### src/rtl/mvu_pe_simd_xnor_acc.sv
// Binary SIMD PE: XNOR-popcount per beat, accumulated over SF folds, 2-stage valid/ready pipeline.
// Define MVU_XNOR_BIPOLAR_EN to emit the signed {-1,+1} dot product instead of the popcount sum.
module mvu_pe_simd_xnor_acc #(
  parameter int unsigned SIMD = 8,
  parameter int unsigned SF   = 4,
  parameter int unsigned TO   = 16
) (
  input  logic            clk,
  input  logic            rst,
  input  logic            in_v,
  output logic            in_rdy,
  input  logic [SIMD-1:0] in_act,
  input  logic [SIMD-1:0] in_wgt,
  output logic            out_v,
  input  logic            out_rdy,
  output logic [TO-1:0]   out
);

  localparam int unsigned PcW  = $clog2(SIMD + 1);
  localparam int unsigned CntW = (SF > 1) ? $clog2(SF) : 1;
`ifdef MVU_XNOR_BIPOLAR_EN
  localparam int unsigned MinTo = $clog2(SIMD * SF + 1) + 1;
`else
  localparam int unsigned MinTo = $clog2(SIMD * SF + 1);
`endif

  generate
    if (SIMD < 1 || SF < 1) begin : g_param_check
      $error("mvu_pe_simd_xnor_acc: SIMD and SF must be >= 1");
    end
    if (TO < MinTo) begin : g_width_check
      $error("mvu_pe_simd_xnor_acc: TO too narrow for SIMD*SF result");
    end
  endgenerate

  logic [SIMD-1:0] match;
  logic [PcW-1:0]  pc_d, pc_q;
  logic            pc_v_q;
  logic [TO-1:0]   acc_d, acc_q;
  logic [CntW-1:0] cnt_d, cnt_q;
  logic [TO-1:0]   out_d, out_q;
  logic            out_v_d, out_v_q;
  logic            adv;
  logic            last;
  logic [TO-1:0]   sum;
  logic [TO-1:0]   res;

  // Whole pipeline freezes only when a held result is not being taken.
  assign adv    = !(out_v_q && !out_rdy);
  assign in_rdy = adv;
  assign out_v  = out_v_q;
  assign out    = out_q;

  assign match = ~(in_act ^ in_wgt);

  always_comb begin
    pc_d = '0;
    for (int unsigned i = 0; i < SIMD; i++) begin
      pc_d = pc_d + PcW'(match[i]);
    end
  end

  always_ff @(posedge clk or posedge rst) begin
    if (rst) begin
      pc_q   <= '0;
      pc_v_q <= 1'b0;
    end else if (adv) begin
      pc_q   <= pc_d;
      pc_v_q <= in_v;
    end
  end

  assign last = (cnt_q == CntW'(SF - 1));
  assign sum  = acc_q + TO'(pc_q);
`ifdef MVU_XNOR_BIPOLAR_EN
  // Matches minus mismatches: 2*matches - total lanes, two's complement.
  assign res  = (sum << 1) - TO'(SIMD * SF);
`else
  assign res  = sum;
`endif

  always_comb begin
    acc_d   = acc_q;
    cnt_d   = cnt_q;
    out_d   = out_q;
    out_v_d = out_v_q;
    if (out_rdy) begin
      out_v_d = 1'b0;
    end
    if (adv && pc_v_q) begin
      if (last) begin
        out_d   = res;
        out_v_d = 1'b1;
        acc_d   = '0;
        cnt_d   = '0;
      end else begin
        acc_d = sum;
        cnt_d = cnt_q + CntW'(1);
      end
    end
  end

  always_ff @(posedge clk or posedge rst) begin
    if (rst) begin
      acc_q   <= '0;
      cnt_q   <= '0;
      out_q   <= '0;
      out_v_q <= 1'b0;
    end else begin
      acc_q   <= acc_d;
      cnt_q   <= cnt_d;
      out_q   <= out_d;
      out_v_q <= out_v_d;
    end
  end

endmodule

### config.mk
export PLATFORM = sky130hd
export DESIGN_NAME = mvu_pe_simd_xnor_acc
export DESIGN_NICKNAME = d
export VERILOG_FILES = /design/src/rtl/mvu_pe_simd_xnor_acc.sv
export SDC_FILE = /design/constraint.sdc
export NUM_CORES = 1
export LEC_CHECK = 0
export CAP_MARGIN = 10
export CORE_MARGIN = 8
export CORE_UTILIZATION = 45
export CTS_BUF_LIST = sky130_fd_sc_hd__clkbuf_8 sky130_fd_sc_hd__clkbuf_16
export DETAILED_ROUTE_END_ITERATION = 10
export GPL_ROUTABILITY_DRIVEN = 0
export PLACE_DENSITY = 0.7
export SLEW_MARGIN = 0
export SYNTH_ARGS = -nofsm -noshare
export SYNTH_HDL_FRONTEND = slang
export SYNTH_SLANG_ARGS = --single-unit
### constraint.sdc
create_clock -name clk -period 2.5 [get_ports clk]
set_input_delay 0.625 -clock clk [delete_from_list [all_inputs] [get_ports clk]]
set_output_delay 0.625 -clock clk [all_outputs]
set_load 0.02 [all_outputs]
==> results of run 1 <==
[through the flow]
stage | cells | power, mW
after floorplan | 221 | 1.78
after global placement | 317 | 2.11
after detailed placement | 317 | 2.16
after CTS | 325 | 2.59
after global routing | 326 | 2.81
final | 326 | 2.60
[Yosys cell counts, types with 2 or more instances]
| master | number |
|---|---|
| a21o_1 | 3 |
| nand2b_1 | 4 |
| fa_1 | 5 |
| xor2_1 | 15 |
| nand4_1 | 3 |
| nand3_1 | 7 |
| a31oi_1 | 4 |
| o21ai_1 | 2 |
| nand2_1 | 28 |
| nor2_1 | 5 |
| buf_2 | 3 |
| buf_6 | 2 |
| and3_1 | 2 |
| a21oi_1 | 9 |
| xnor2_1 | 8 |
| dfrtp_1 | 40 |
| mux2_2 | 5 |
| o21ai_0 | 29 |
| and4_1 | 2 |
| ha_1 | 8 |
| o31ai_1 | 9 |
| clkbuf_1 | 9 |
| inv_1 | 8 |
[registers in the layout (all words and copies together) (netlist names)]
register  count
cnt_q         2
pc_v_q        1
out          16
pc_q          4
acc_q        16
out_v         1
[layer usage]
metal  share of wire [%]  up-vias  global-route usage [%]
li1                    -      842                       -
met1                  45      820                    17.5
met2                  47       41                    20.6
met3                 6.4        7                    2.67
met4                 1.8        0                    6.05
met5                   0        -                       0
[cells by family after synthesis]
kind of cell               Yosys count
AOI/OAI and AO/OA                   61
xor gates and xnor gates            23
adders and majority gates           13
buffers and inverters               22
DFF                                 40
muxes                                5
and+or+nand+nor                     57
[worst max-delay path: cells and delay by family]
family,cells,cell delay (ns)
compound gates,1,0.14
xor+xnor,2,0.28
fa+ha+maj,5,1.94
buf+inv,4,0.27
[power breakdown]
group,internal (mW),switching [mW],leakage [nW]
clock,0.186,0.214,0.0452
sequential,0.811,0.122,0.524
combinational,0.580,0.685,0.659
[layout by cell type, fill, tap and decap left out, types with 7 or more instances in the layout]
master           synthesis  final
a21oi_1                  9      7
buf_4                    0      9
clkdlybuf4s50_1          0     30
dfrtp_1                 40     40
ha_1                     8      7
inv_1                    8      8
nand2_1                 28     28
nand3_1                  7      7
o21ai_0                 29     29
o31ai_1                  9      9
xor2_1                  15     15
[layout make-up]
class	count	area [um2]
multi-input combinational	159	1160
sequential	40	1000
timing repair buffer	45	418
tap	67	83.8
clock buffer	5	68.8
inverter	8	30.0
clock inverter	2	8.76
fill	414	1950
[timing repair]
item	in CTS	in global routing
gates resized for setup	30	3
hold buffers	0	0
setup buffers	1	1
pin swaps	9	5
setup endpoints to repair	4	5
[final timing paths]
path | cells after the start | endpoint | from | slack [ns]
worst min-delay path | 2 | out[2] | out[2] | 0.48
min in group asynchronous | 3 | out_v | rst | 0.74
worst max-delay path | 12 | pc_q[2] | in_wgt[3] | -0.54
worst max register to register | 7 | out[12] | pc_q[0] | 0.33
worst min register to register | 2 | out[2] | out[2] | 0.48
max in group asynchronous | 3 | acc_q[5] | rst | 1.40
==> impl_metrics.yaml, run 1 <==
sta:
  timing.final.ws_setup_ns: -0.542
  whs_ns: 0.476
  report.final.hold_viol_count: 0
  tns_ns: -1.71
  setup_violations: 4
  slew_violations: 0
  worst_pin_slew_ns: 0.548
  relSlewSlack_pct: 63.5
  period_needed_ns: 3.04
  rsz0062_at_grt: "yes"
  timing.final.crit_share_pct: 122
  clock.fmax_mhz: 329
  fin_skew_ns: 0.00399
synth:
  synth_top_area_cell: "dfrtp_1"
  synth-simple-area-share_pct: 12.9
  synth-xor-area-share_pct: 9.15
  synth_compound_gate_area_share_pct: 16.3
  synth_top_area_share_pct: 45.5
  synth_top_family_by_area: "compound AO/OA/AOI/OAI gates"
  seq_area_frac_synth_pct: 45.5
  synth_edf_count: 0
  synth_cell_type_count: 34
  synthArstFlopShare_pct: 100
  ys_ff_latch: 40
  syn-mean-instance-area_um2: 9.96
  synth.area.top_cells: "dfrtp_1, o21ai_0, xor2_1, nand2_1, fa_1"
  synth_fp_nets: 254
  synth_cells: 221
  yosys-mux-area-fraction_pct: 2.56
  synth_fa_ha_area_share_pct: 9.09
  syn_area_um2: 2200
  ys.flop_type: "dfrtp_1"
  ys.warnings.count: 0
run:
  maxCapViolCount: 0
final_layout:
  final_layout_size_suffix_gt1_share_pct: 13.9
  antennaDiodeCount: 0
  final_area_um2: 2770
  nets: 292
  area_delta_synth_final_pct: 25.8
  finish.utilization_pct: 58.6
worst_setup_path:
  cp_data_arrival_time_ns: 3.26
  path_class: "input pin to register"
  critPathSlowestCell: "fa_1"
  critical_path.cell_chain: "buf_4 -> xnor2_4 -> fa_1 -> inv_1 -> fa_1 -> inv_1 -> fa_1 -> ha_4 -> inv_2 -> fa_2 -> xor2_1 -> a21oi_1"
  startpoint_type: "input pin"
  cpMostUsedCell: "fa_1"
  slowest_delay_ns: 0.51
  path_max_fanout: 2
  crit_required_ns: 2.72
  end_kind: "register"
die:
  fp.dieH_um: 86.0
  dieArea_um2: 7390
  placementRows: 25
  ioPinCount: 38
  initial_utilization_pct: 46.6
  core_um2: 4720
  die_w_um: 86.0
global_routing:
  grt_max_degree: 41
  grt_pass1_wl_um: 7900
  first_global_vias: 1644
  overflow: 0
  antenna_found_initial: 0
  grt_usage_pct: 13.4
clock_tree:
  clk_latency_ns: 0.29
  cts_root_buf: "clkbuf_8"
  cts_tree: "yes"
  clk_path_buf_depth: 2
  htreeDepth: 2
  cts_buffers: 5
  path_clk_slew_ns: 0.07
  cts.sinks: 40
detailed_routing:
  wl_um: 4710
  drtAntennaViolNets: 0
  first_pass_iters: 4
  drc: 0
  drt-initial-drc-count: 179
  vias: 1710
  routedWlPerCell_um: 14.4
  viasPerCell: 5.25
power_and_ir_drop:
  p_leak_nw: 1.23
  ir_drop_mv: 0.382
  p_per_area_nw_per_um2: 938
placed_design:
  port_buffers: 37
  post-place-ws_ns: -1.32
  place_hpwl_um: 3390
  post_dp_cell_area_um2: 2660
status:
  violations: "negative setup slack"
  status: "finished with violations"
worst_hold_path:
  hold_class: "register to register"
(Power assumes the default switching activity.)
==> run 2: changes to the inputs <==
- HOLD_SLACK_MARGIN: default -> 0.08
==> results of run 2 <==
Same layout as run 1: the final DEF is identical, and so are final timing and power.
==> run 3: changes to the inputs <==
- CORE_UTILIZATION: 45 -> 41
- PLACE_DENSITY: 0.7 -> default
==> impl_metrics.yaml, run 3 (synthesis results as in run 1) <==
clock_tree:
  cts_hold_buf: 0
  cts_root_buf: "clkbuf_8"
  htreeDepth: 2
  cts.sinks: 40
  cts_buffers: 5
  clk_path_buf_depth: 2
  cts_setup_buffers: 0
  clk_latency_ns: 0.29
  cts_tree: "yes"
  path_clk_slew_ns: 0.07
die:
  ioPinCount: 38
  core_um2: 5140
  fp.dieH_um: 89.3
  die_w_um: 89.3
  dieArea_um2: 7970
  placementRows: 26
  initial_utilization_pct: 42.8
global_routing:
  antenna_found_initial: 0
  overflow: 0
  grt_max_degree: 41
  first_global_vias: 1679
  grt_pass1_wl_um: 7870
  grt_usage_pct: 12.7
sta:
  setup_violations: 4
  clock.fmax_mhz: 326
  worst_pin_slew_ns: 0.576
  slew_violations: 0
  fin_skew_ns: 0.00425
  timing.final.ws_setup_ns: -0.564
  whs_ns: 0.476
  timing.final.crit_share_pct: 123
  report.final.hold_viol_count: 0
  relSlewSlack_pct: 61.6
  rsz0062_at_grt: "yes"
  period_needed_ns: 3.06
detailed_routing:
  drtAntennaViolNets: 0
  viasPerCell: 5.02
  routedWlPerCell_um: 13.4
  drc: 0
  wl_um: 4420
  first_pass_iters: 4
  drt-initial-drc-count: 61
  vias: 1652
worst_setup_path:
  critPathSlowestCell: "fa_1"
  startpoint_type: "input pin"
  rrSetupSlack_ns: 0.34
  cpMostUsedCell: "fa_1"
  critical_path.cell_chain: "buf_6 -> xnor2_2 -> fa_1 -> inv_2 -> fa_1 -> inv_1 -> fa_1 -> ha_4 -> inv_2 -> fa_2 -> a21oi_2"
  r2r_end: "out[8]"
  regToRegStartpoint: "pc_q[0]"
  end_kind: "register"
  path_class: "input pin to register"
  cp_data_arrival_time_ns: 3.25
  reg2regPathDepth: 7
  cp_top_family: "adder cells"
  crit_required_ns: 2.68
  path_max_fanout: 2
  slowest_delay_ns: 0.55
  path_buf_inv: 4
placed_design:
  place_hpwl_um: 3200
  post-place-ws_ns: -1.31
  port_buffers: 37
run:
  maxCapViolCount: 0
final_layout:
  finish.utilization_pct: 53.8
  layout_commonest_cell: "dfrtp_1"
  multi_input_area_um2: 1160
  final_layout_size_suffix_gt1_share_pct: 13.9
  antennaDiodeCount: 0
  fillCellCount: 506
  layout_common_cells: "dfrtp_1, clkdlybuf4s50_1, o21ai_0, nand2_1, xor2_1"
  final-seq-area_um2: 1000
  nets: 292
  area_delta_synth_final_pct: 25.6
status:
  status: "finished with violations"
  violations: "negative setup slack"
power_and_ir_drop:
  finalPower_mw: 2.56
  p_per_area_nw_per_um2: 925
  ir_drop_mv: 0.388
  p_leak_nw: 1.22
worst_hold_path:
  hold_end: "out[14]"
  hold_class: "register to register"
  hold_path_depth: 2
  min_from: "out[14]"
## run 3: report_power, final
part / leakage [nW] / internal (mW) / total, mW / switching [mW]
sequential: 0.524 / 0.812 / 0.935 / 0.123
clock: 0.0452 / 0.186 / 0.397 / 0.211
combinational: 0.655 / 0.568 / 1.23 / 0.657
total: 1.22 / 1.57 / 2.56 / 0.992
## run 3: worst max-delay path by stage
stage / start / end / depth (start not counted)
6_report: in_act[0] / pc_q[1] / 11
5_1_grt: in_act[0] / pc_q[2] / 12
4_1_cts: in_act[0] / pc_q[2] / 12
3_5_place_dp: in_wgt[3] / pc_q[2] / 12
3_3_place_gp: in_wgt[3] / pc_q[2] / 12
2_1_floorplan: in_wgt[3] / pc_q[1] / 10
## run 3: layout make-up
class,count,share of cell area (%)
tap,70,3.17
timing repair buffer,45,14.9
sequential,40,36.2
multi-input combinational,159,41.8
clock inverter,2,0.317
clock buffer,5,2.49
inverter,8,1.09
## run 3: worst reg2reg max path: stages, from the launching register on
cell	delay, ns
dfrtp_1	0.40
ha_1	0.25
fa_1	0.43
a21o_1	0.18
a21o_1	0.32
nand3_1	0.19
xor2_1	0.19
o21ai_0	0.09
## run 3: timing repair
item,in CTS,in global routing
setup endpoints to repair,4,4
resized for setup,30,1
pin swaps,8,1
## run 3: metal layers
layer	wire length, um	part of all wire [%]	track usage, %
met4	88	2.0	5.89
met2	1910	43	19.8
met1	2170	49	16.3
met3	255	5.8	2.76
met5	0	0	0
## run 3: metrics by stage
stage / instances / instance area, um2 / setup TNS [ns]
6_report: 329 / 2770 / -1.61
5_1_grt: 329 / 2770 / -1.84
4_1_cts: 329 / 2760 / -1.73
3_5_place_dp: 322 / 2680 / -4.57
3_3_place_gp: 322 / 2680 / -4.39
2_1_floorplan: 221 / 2240 / -2.08
